==> src/rtl/cipher_queue.sv <==
// Synchronous FIFO that optionally XOR-encrypts words on write and can decrypt them
// on read with a per-entry stored key. DEPTH may be any value; pointers wrap by compare.
module cipher_queue #(
    parameter int WIDTH     = 32,
    parameter int DEPTH     = 48,
    parameter int KEY_STORE = 1
) (
    input  logic                       clk,
    input  logic                       reset,
    input  logic                       Cen,
    input  logic                       wr_en,
    input  logic                       rd_en,
    input  logic [WIDTH-1:0]           Data_in,
    input  logic [WIDTH-1:0]           Cipher_key,
    input  logic                       Cipher_en,
    input  logic                       Decrypt_en,
    output logic [WIDTH-1:0]           QUEUE_Data_Out,
    output logic                       QUEUE_Valid,
    output logic                       QUEUE_Empty,
    output logic                       QUEUE_Full,
    output logic                       QUEUE_Last,
    output logic [$clog2(DEPTH+1)-1:0] QUEUE_Count,
    output logic                       QUEUE_Overflow,
    output logic                       QUEUE_Underflow
);

    localparam int CW = $clog2(DEPTH + 1);
    localparam int PW = $clog2(DEPTH);

    logic [WIDTH-1:0] mem [DEPTH];
    logic [PW-1:0]    wr_ptr;
    logic [PW-1:0]    rd_ptr;
    logic [CW-1:0]    count;
    logic             wr_acc;
    logic             rd_acc;
    logic [WIDTH-1:0] wr_word;
    logic [WIDTH-1:0] rd_word;

    // Request/accept semantics: wr_en/rd_en are requests sampled at a Cen=1 edge.
    // A read is accepted when the queue holds data; a write is accepted when there is
    // room, or when full and a read is accepted in the same cycle. Rejected requests
    // only raise the sticky overflow/underflow flags. QUEUE_Valid marks the cycle
    // after an accepted read, when QUEUE_Data_Out carries that word.
    always_comb begin
        rd_acc  = rd_en && (count != '0);
        wr_acc  = wr_en && ((count != CW'(DEPTH)) || rd_acc);
        wr_word = Cipher_en ? (Data_in ^ Cipher_key) : Data_in;
    end

    always_ff @(posedge clk) begin
        if (!reset && Cen && wr_acc) begin
            mem[wr_ptr] <= wr_word;
        end
    end

    generate
        if (KEY_STORE != 0) begin : g_key
            logic [WIDTH-1:0] key_mem [DEPTH];

            always_ff @(posedge clk) begin
                if (!reset && Cen && wr_acc) begin
                    key_mem[wr_ptr] <= Cipher_key;
                end
            end

            always_comb begin
                rd_word = mem[rd_ptr];
                if (Decrypt_en) begin
                    rd_word = mem[rd_ptr] ^ key_mem[rd_ptr];
                end
            end
        end else begin : g_nokey
            always_comb begin
                rd_word = mem[rd_ptr];
            end
        end
    endgenerate

    always_ff @(posedge clk) begin
        if (reset) begin
            wr_ptr          <= '0;
            rd_ptr          <= '0;
            count           <= '0;
            QUEUE_Data_Out  <= '0;
            QUEUE_Valid     <= 1'b0;
            QUEUE_Overflow  <= 1'b0;
            QUEUE_Underflow <= 1'b0;
        end else if (Cen) begin
            if (wr_acc) begin
                wr_ptr <= (wr_ptr == PW'(DEPTH - 1)) ? '0 : wr_ptr + PW'(1);
            end
            if (rd_acc) begin
                rd_ptr         <= (rd_ptr == PW'(DEPTH - 1)) ? '0 : rd_ptr + PW'(1);
                QUEUE_Data_Out <= rd_word;
            end
            case ({wr_acc, rd_acc})
                2'b10:   count <= count + CW'(1);
                2'b01:   count <= count - CW'(1);
                default: count <= count;
            endcase
            QUEUE_Valid <= rd_acc;
            if (wr_en && !wr_acc) begin
                QUEUE_Overflow <= 1'b1;
            end
            if (rd_en && !rd_acc) begin
                QUEUE_Underflow <= 1'b1;
            end
        end
    end

    // Status is decoded purely from the registered count.
    assign QUEUE_Empty = (count == '0);
    assign QUEUE_Full  = (count == CW'(DEPTH));
    assign QUEUE_Last  = (count == CW'(DEPTH - 1));
    assign QUEUE_Count = count;

endmodule

==> config.mk <==
export PLATFORM = sky130hd
export DESIGN_NAME = cipher_queue
export DESIGN_NICKNAME = d
export VERILOG_FILES = /design/src/rtl/cipher_queue.sv
export SDC_FILE = /design/constraint.sdc
export NUM_CORES = 2
export LEC_CHECK = 0
export ABC_AREA = 1
export BUFFER_PORTS_ARGS = -buffer_cell sky130_fd_sc_hd__buf_2
export CELL_PAD_IN_SITES_DETAIL_PLACEMENT = 1
export CELL_PAD_IN_SITES_GLOBAL_PLACEMENT = 2
export CORE_ASPECT_RATIO = 2
export CORE_MARGIN = 3
export CORE_UTILIZATION = 40
export DETAILED_ROUTE_END_ITERATION = 16
export HOLD_SLACK_MARGIN = 0.03
export PLACE_DENSITY_LB_ADDON = 0.1
export SLEW_MARGIN = 20
export SYNTH_ARGS = -nofsm -noshare
export SYNTH_HDL_FRONTEND = slang
export SYNTH_SLANG_ARGS = --single-unit
==> constraint.sdc <==
create_clock -name clk -period 7.6 [get_ports clk]
set_input_delay 0.38 -clock clk [delete_from_list [all_inputs] [get_ports clk]]
set_output_delay 0.38 -clock clk [all_outputs]
set_load 0.005 [all_outputs]
---- Yosys cells after proc, flatten, opt, wreduce, memory -nomap -nowiden ----
Memories as Yosys holds them, arrays and structs flattened. A register that Yosys moved wholly into a read port is not among the register bits.
Index checks and enable logic that the tools add are counted.
storage, ports and cells
  flip-flop bits (word level) ............. 53
  latch bits .............................. 0
  bits in writable memories ............... 3072
  ROM bits ................................ 0
  input bits .............................. 71
  logic and storage cells ................. 51
  memories kept ........................... 2
memory list
  name           depth  bits a word  rd ports  clocked after memory_dff  write ports  RTL line  RTL
  g_key.key_mem  48     32           1         1                         1            58        logic [WIDTH-1:0] key_mem [DEPTH];
  mem            48     32           1         1                         1            30        logic [WIDTH-1:0] mem [DEPTH];
cells by class
  add/subtract/negate cells ............... 4
  $mul .................................... 0
  div/mod/pow operators ................... 0
  $lt $le $gt $ge ......................... 0
  equality and inequality tests ........... 7
  shift-type cells ........................ 0
  muxes and demuxes ....................... 11
  bitwise gates (word level) .............. 2
  reduce and logical (&&, ||, !) cells .... 18
operator list
  kind                                                                   count
  32-bit 2-to-1 mux                                                      2
  32-bit bitwise XOR                                                     2
  6-bit 2-to-1 mux                                                       6
  6-bit equality test, second input constant                             4
  6-bit by 1-bit adder with 6-bit output, second input constant          3
  6-bit one-hot mux with 2 select lines                                  1
  2-bit AND reduction                                                    5
  1-bit logical AND                                                      6
  6-bit zero test                                                        1
  6-bit inequality test, second input constant                           1
  6-bit nonzero test                                                     1
  6-bit by 1-bit subtractor with 6-bit output, second input constant     1
  1-bit zero test                                                        3
  2-bit by 1-bit equality test with 1-bit output, second input constant  1
  2-bit equality test, second input constant                             1
  1-bit 2-to-1 mux                                                       2
  2-bit nonzero test                                                     1
  1-bit logical OR                                                       1

---- Depth between registers and ports, before layout ----
  depth in word-level cells ............... 7
  gate-level depth with buffers ........... 18

---- Worst setup path after synthesis ----
No wires, ideal clock.
  kind .................................... register to register
  from .................................... reg count[0], in the netlist QUEUE_Count[0]
  to ...................................... mem g_key.key_mem[21][0], enable pin
  arrival ................................. 7.418 ns
  data required time ...................... 6.956 ns
  slack ................................... -0.462 ns
  stages on the path, launching flop included .. 12
  cell sequence ........................... dfxtp_1 > inv_1 > nand3_1 > inv_1 > nand3_1 > nand2_1 > nand2_1 > nand3_1 > buf_2 > nor2_1 > nand2_1 > nor4_1
between the ends
  cells in the longest elaborated chain, start to end .. 7
  elaborated cells on any way between the ends .. 8
RTL lines
  what                                        RTL line  RTL
  start, declared                             33        logic [CW-1:0] count;
  start signal, assigned                      97        2'b10: count <= count + CW'(1);
  start signal, assigned                      98        2'b01: count <= count - CW'(1);
  start signal, assigned                      99        default: count <= count;
  6-bit nonzero test                          45        rd_acc = rd_en && (count != '0);
  1-bit logical AND                           45
  1-bit logical OR (*)                        46        wr_acc = wr_en && ((count != CW'(DEPTH)) || rd_acc);
  1-bit logical AND (*)                       46
  1-bit logical AND (*)                       61        if (!reset && Cen && wr_acc) begin
  1-bit 2-to-1 mux (*)                        61
  1-bit 2-to-1 mux (implied by the code) (*)  62        key_mem[wr_ptr] <= Cipher_key;
  end, declared                               58
Every way passes the cells marked *; elsewhere a longest branch is shown, timed or not.

---- Final worst setup path ----
  from .................................... reg count[0], in the netlist QUEUE_Count[0]
  to ...................................... mem g_key.key_mem[37][23], enable pin
Same word-level chain as after synthesis.

==> results by group <==
Detailed routing
  • Number of detailed-route iterations in the first pass: 5
  • Routed len/inst: 31.8 um
  • Drt total wl: 486,000 um
  • Count of unresolved DRC violations after routing: 0
  • Via Count: 88,405
  • Via density per instance: 5.77
  • Final antenna-violating net count: 0
  • DR iter-0 viols: 7,843

Layout
  • Proportion of layout cells with a drive suffix above 1: 7.59%
  • Number of nets at the end of the flow: 11,032
  • Number of filler instances in the final layout: 33,233
  • Post-route insts no fill: 15,314
  • Synthesis-to-finish area growth: 11.5%
  • Finished Cell Area: 143,000 sq um

Worst setup path
  • Start point of the critical path: QUEUE_Count[0]$_SDFFE_PP0P_
  • Critical path class: flip-flop to flip-flop
  • Critical register-to-register path startpoint: QUEUE_Count[0]$_SDFFE_PP0P_
  • Cell count of the worst reg-to-reg path: 12
  • Type of element launching the critical path: flip-flop
  • CP Data Arrival Time: 4.84 ns
  • Data required time at the worst endpoint: 8.10 ns
  • Kind of capture point of the worst setup path: flip-flop
  • Critical path peak fanout: 44

Placed design
  • Post-DP HPWL: 254,000 um
  • Gp weighted congestion: 0.796
  • Buffers added on ports: 114
  • Worst setup slack before clock tree synthesis: 3.31 ns
  • Placed instance count: 14,773
  • Post-placement cell area: 133,000 sq um

Clocking
  • TritonCTS clock tree: built
  • Worst-skew pair later-pin latency: 0.89 ns
  • Clock transition at the registers of the reported paths: 0.07 ns
  • # resized after CTS: 0
  • Maximum root-to-sink buffer count: 4
  • Max H-tree Level: 5
  • Total setup buffers inserted after CTS: 0
  • Root buf cell: sky130_fd_sc_hd__clkbuf_16
  • Number of clock buffers inserted by TritonCTS: 296
  • Hold-fix buffer count after cts: 13
  • Number of clock sinks seen by CTS: 3,131

Floorplan
  • Die Span Y: 806 um
  • Count of boundary I/O pins: 115
  • Starting utilization of the core area: 40.2%
  • Die Span X: 406 um
  • Die area: 327,000 sq um
  • Placement Rows: 293
  • Placeable core region: 319,000 sq um

Pwr
  • Clock network fraction of design power: 39.0%
  • Maximum vdd drop: 175 uV
  • Switching power summed over all nets: 9.89 mW
  • Cell-internal power: 28.4 mW
  • Switching power as a share of total power: 25.8%
  • Reported leakage power: 50.6 nW
  • Combinational power share: 10.8%
  • Relative contribution of sequential cells to total power: 50.2%
  • Total power per unit cell area: 269 nW/um^2

Global route
  • Number of global-route vias before repair: 91,136
  • Overall overflow remaining after global route: 0
  • Initial antenna violation count: 24
  • Overall Global Routing Usage: 29.3%
  • Global-route wire length before repair: 683,000 um
  • Largest net degree at the start of global routing: 197

Outcome
  • Run status: completed

Synthesis
  • Share of the synthesized netlist area taken by xor and xnor gates: 0.267%
  • Leading area contributor after synthesis: sky130_fd_sc_hd__edfxtp_1
  • Area of the mapped netlist: 128,000 sq um
  • Syn_area_per_cell: 11.6 sq um
  • Synthesis warning total: 0
  • Most common cell in the netlist: sky130_fd_sc_hd__nand2_1
  • Post-synthesis adder-cell area fraction: 0.0743%
  • Fraction of the yosys area taken by sequential cells: 73.0%
  • Post-synth ARST share: 0%
  • Syn Nets: 11,071
  • Most frequent cells after synthesis: 3,382 x sky130_fd_sc_hd__nand2_1, 3,072 x sky130_fd_sc_hd__edfxtp_1, 2,248 x sky130_fd_sc_hd__nand3_1
  • Largest family of logic cells by synthesized area: simple AND/OR/NAND/NOR gates
  • Area fraction in and, or, nand and nor cells after synthesis: 20.6%
  • Cell types with the largest area share after synthesis: sky130_fd_sc_hd__edfxtp_1 72%, sky130_fd_sc_hd__nand2_1 9.9%, sky130_fd_sc_hd__nand3_1 8.8%
  • Post-synthesis instance total: 10,993
  • Number of synthesized flops with an enable pin: 3,072
  • Fraction of synthesized cell area taken by the top area cell type: 72.1%
  • Most used flip-flop cell after synthesis: sky130_fd_sc_hd__edfxtp_1
  • Yosys cell types: 34
  • Share of synthesized area spent on multiplexers: 0%
  • Number of synthesized register bits: 3,131
  • Post-synthesis compound-gate area fraction: 2.34%

Min path
  • Hold-critical path depth: 2
  • Launch point of the worst hold path: Cipher_key[27]
  • Worst hold path class: input pin to flip-flop

Timing
  • Maximum clock skew at final layout: 0.0374 ns
  • Minimum clock period: 4.34 ns
  • Final setup viols: 0
  • Maximum frequency from static timing analysis: 230 MHz
  • Portion of the clock cycle consumed by the worst path in the final layout: 57.1%
  • Hold slack: 0.127 ns
  • Setup repair after global routing missed its margin: false
  • Worst-Margin Slew: 1.19 ns
  • Smallest setup slack after layout: 3.26 ns
  • Slew margin rel.: 20.8%
  • Setup TNS after final layout: 0 ns
  • Final Hold Violating Endpoints: 0
  • Final number of max-transition violations: 0

Flow run
  • Number of violations of the max-capacitance limit: 0
power groups by stage:
| stage | Combinational, mW | Sequential (mW) | Clock, mW |
|---|---|---|---|
| floorplan | 2.67 | 19.5 | 0 |
| global placement | 4.08 | 19.6 | 0 |
| detailed placement | 4.15 | 19.6 | 0 |
| CTS | 4.17 | 19.2 | 15.2 |
| global route | 4.58 | 19.2 | 15.8 |
| finish | 4.15 | 19.2 | 14.9 |
critical path: stages (launching register included):
cell                      delay [ns]
sky130_fd_sc_hd__dfxtp_1        0.39
sky130_fd_sc_hd__inv_1          0.12
sky130_fd_sc_hd__nand3_1        0.13
sky130_fd_sc_hd__inv_1          0.06
sky130_fd_sc_hd__nand3_1        0.09
sky130_fd_sc_hd__nand2_1        0.11
sky130_fd_sc_hd__nand2_1        0.08
sky130_fd_sc_hd__nand3_1        0.06
sky130_fd_sc_hd__buf_4          0.20
sky130_fd_sc_hd__nor2_1         0.26
sky130_fd_sc_hd__nand3_1        0.71
sky130_fd_sc_hd__nor2_4         1.11
sky130_fd_sc_hd__buf_12         0.34
placed cells by master (no fill, tap or decap), types with 28 or more instances in the layout:
| cell | n |
|---|---|
| sky130_fd_sc_hd__buf_12 | 63 |
| sky130_fd_sc_hd__clkinv_2 | 50 |
| sky130_fd_sc_hd__xor2_1 | 35 |
| sky130_fd_sc_hd__inv_1 | 313 |
| sky130_fd_sc_hd__clkbuf_16 | 312 |
| sky130_fd_sc_hd__edfxtp_1 | 3072 |
| sky130_fd_sc_hd__dfxtp_1 | 53 |
| sky130_fd_sc_hd__nor2_1 | 529 |
| sky130_fd_sc_hd__nand2_1 | 3382 |
| sky130_fd_sc_hd__clkinv_1 | 62 |
| sky130_fd_sc_hd__nor2_4 | 41 |
| sky130_fd_sc_hd__clkbuf_1 | 64 |
| sky130_fd_sc_hd__o21ai_0 | 284 |
| sky130_fd_sc_hd__nand3_1 | 2248 |
| sky130_fd_sc_hd__o211ai_1 | 140 |
| sky130_fd_sc_hd__buf_2 | 112 |
| sky130_fd_sc_hd__a21oi_1 | 35 |
| sky130_fd_sc_hd__or2_2 | 28 |
| sky130_fd_sc_hd__buf_4 | 166 |
| sky130_fd_sc_hd__o21ai_1 | 64 |
through the flow:
step                utilization, %  power (mW)
finish                        44.8        38.3
global route                  44.8        39.6
CTS                           44.8        38.7
detailed placement            41.8        23.8
global placement              41.8        23.7
floorplan                        -        22.2
path summary, 6_finish.rpt:
| path | endpoint | slack [ns] |
|---|---|---|
| min reg2reg | QUEUE_Count[0]$_SDFFE_PP0P_ | 0.50 |
| min | g_key.key_mem[39][27]$_DFFE_PP_ | 0.13 |
| max reg2reg | g_key.key_mem[37][23]$_DFFE_PP_ | 3.26 |
| max | g_key.key_mem[37][23]$_DFFE_PP_ | 3.26 |
state kept, by name, indices dropped and copies added, names as in the netlist, named ones only:
| name | count |
|---|---|
| mem | 1536 |
| rd_ptr | 6 |
| QUEUE_Overflow | 1 |
| QUEUE_Count | 6 |
| g_key.key_mem | 1536 |
| QUEUE_Underflow | 1 |
| wr_ptr | 6 |
| QUEUE_Data_Out | 32 |
| QUEUE_Valid | 1 |
cell families after synthesis:
| logic type | count (synthesis) |
|---|---|
| flip-flops | 3131 |
| AND/OR/NAND/NOR | 6255 |
| XOR/XNOR | 39 |
| AO/OA/AOI/OAI | 527 |
| buffers and inverters | 1034 |
| adder cells (fa/ha/maj) | 7 |
metal layers:
layer	routed length (um)	share of wire, %	GRT usage (%)
met4	18700	3.8	9.98
met5	71	0.015	0
met1	195000	40	36.8
met2	250000	51	52.5
met3	22800	4.7	3.06
final cells by class:
type                    instances  area [sq um]  share of cell area, %
multi-input cells            6828         30200                   21.2
diodes                          7          17.5                 0.0123
clock buffers                 383          8140                   5.70
repair buffers                355          3230                   2.26
clock inverters               138          1210                  0.848
flip-flops and latches       3131         93500                   65.5
well taps                    4130          5170                   3.62
inverters                     342          1340                  0.935
Power figures use the tool's default switching activity.
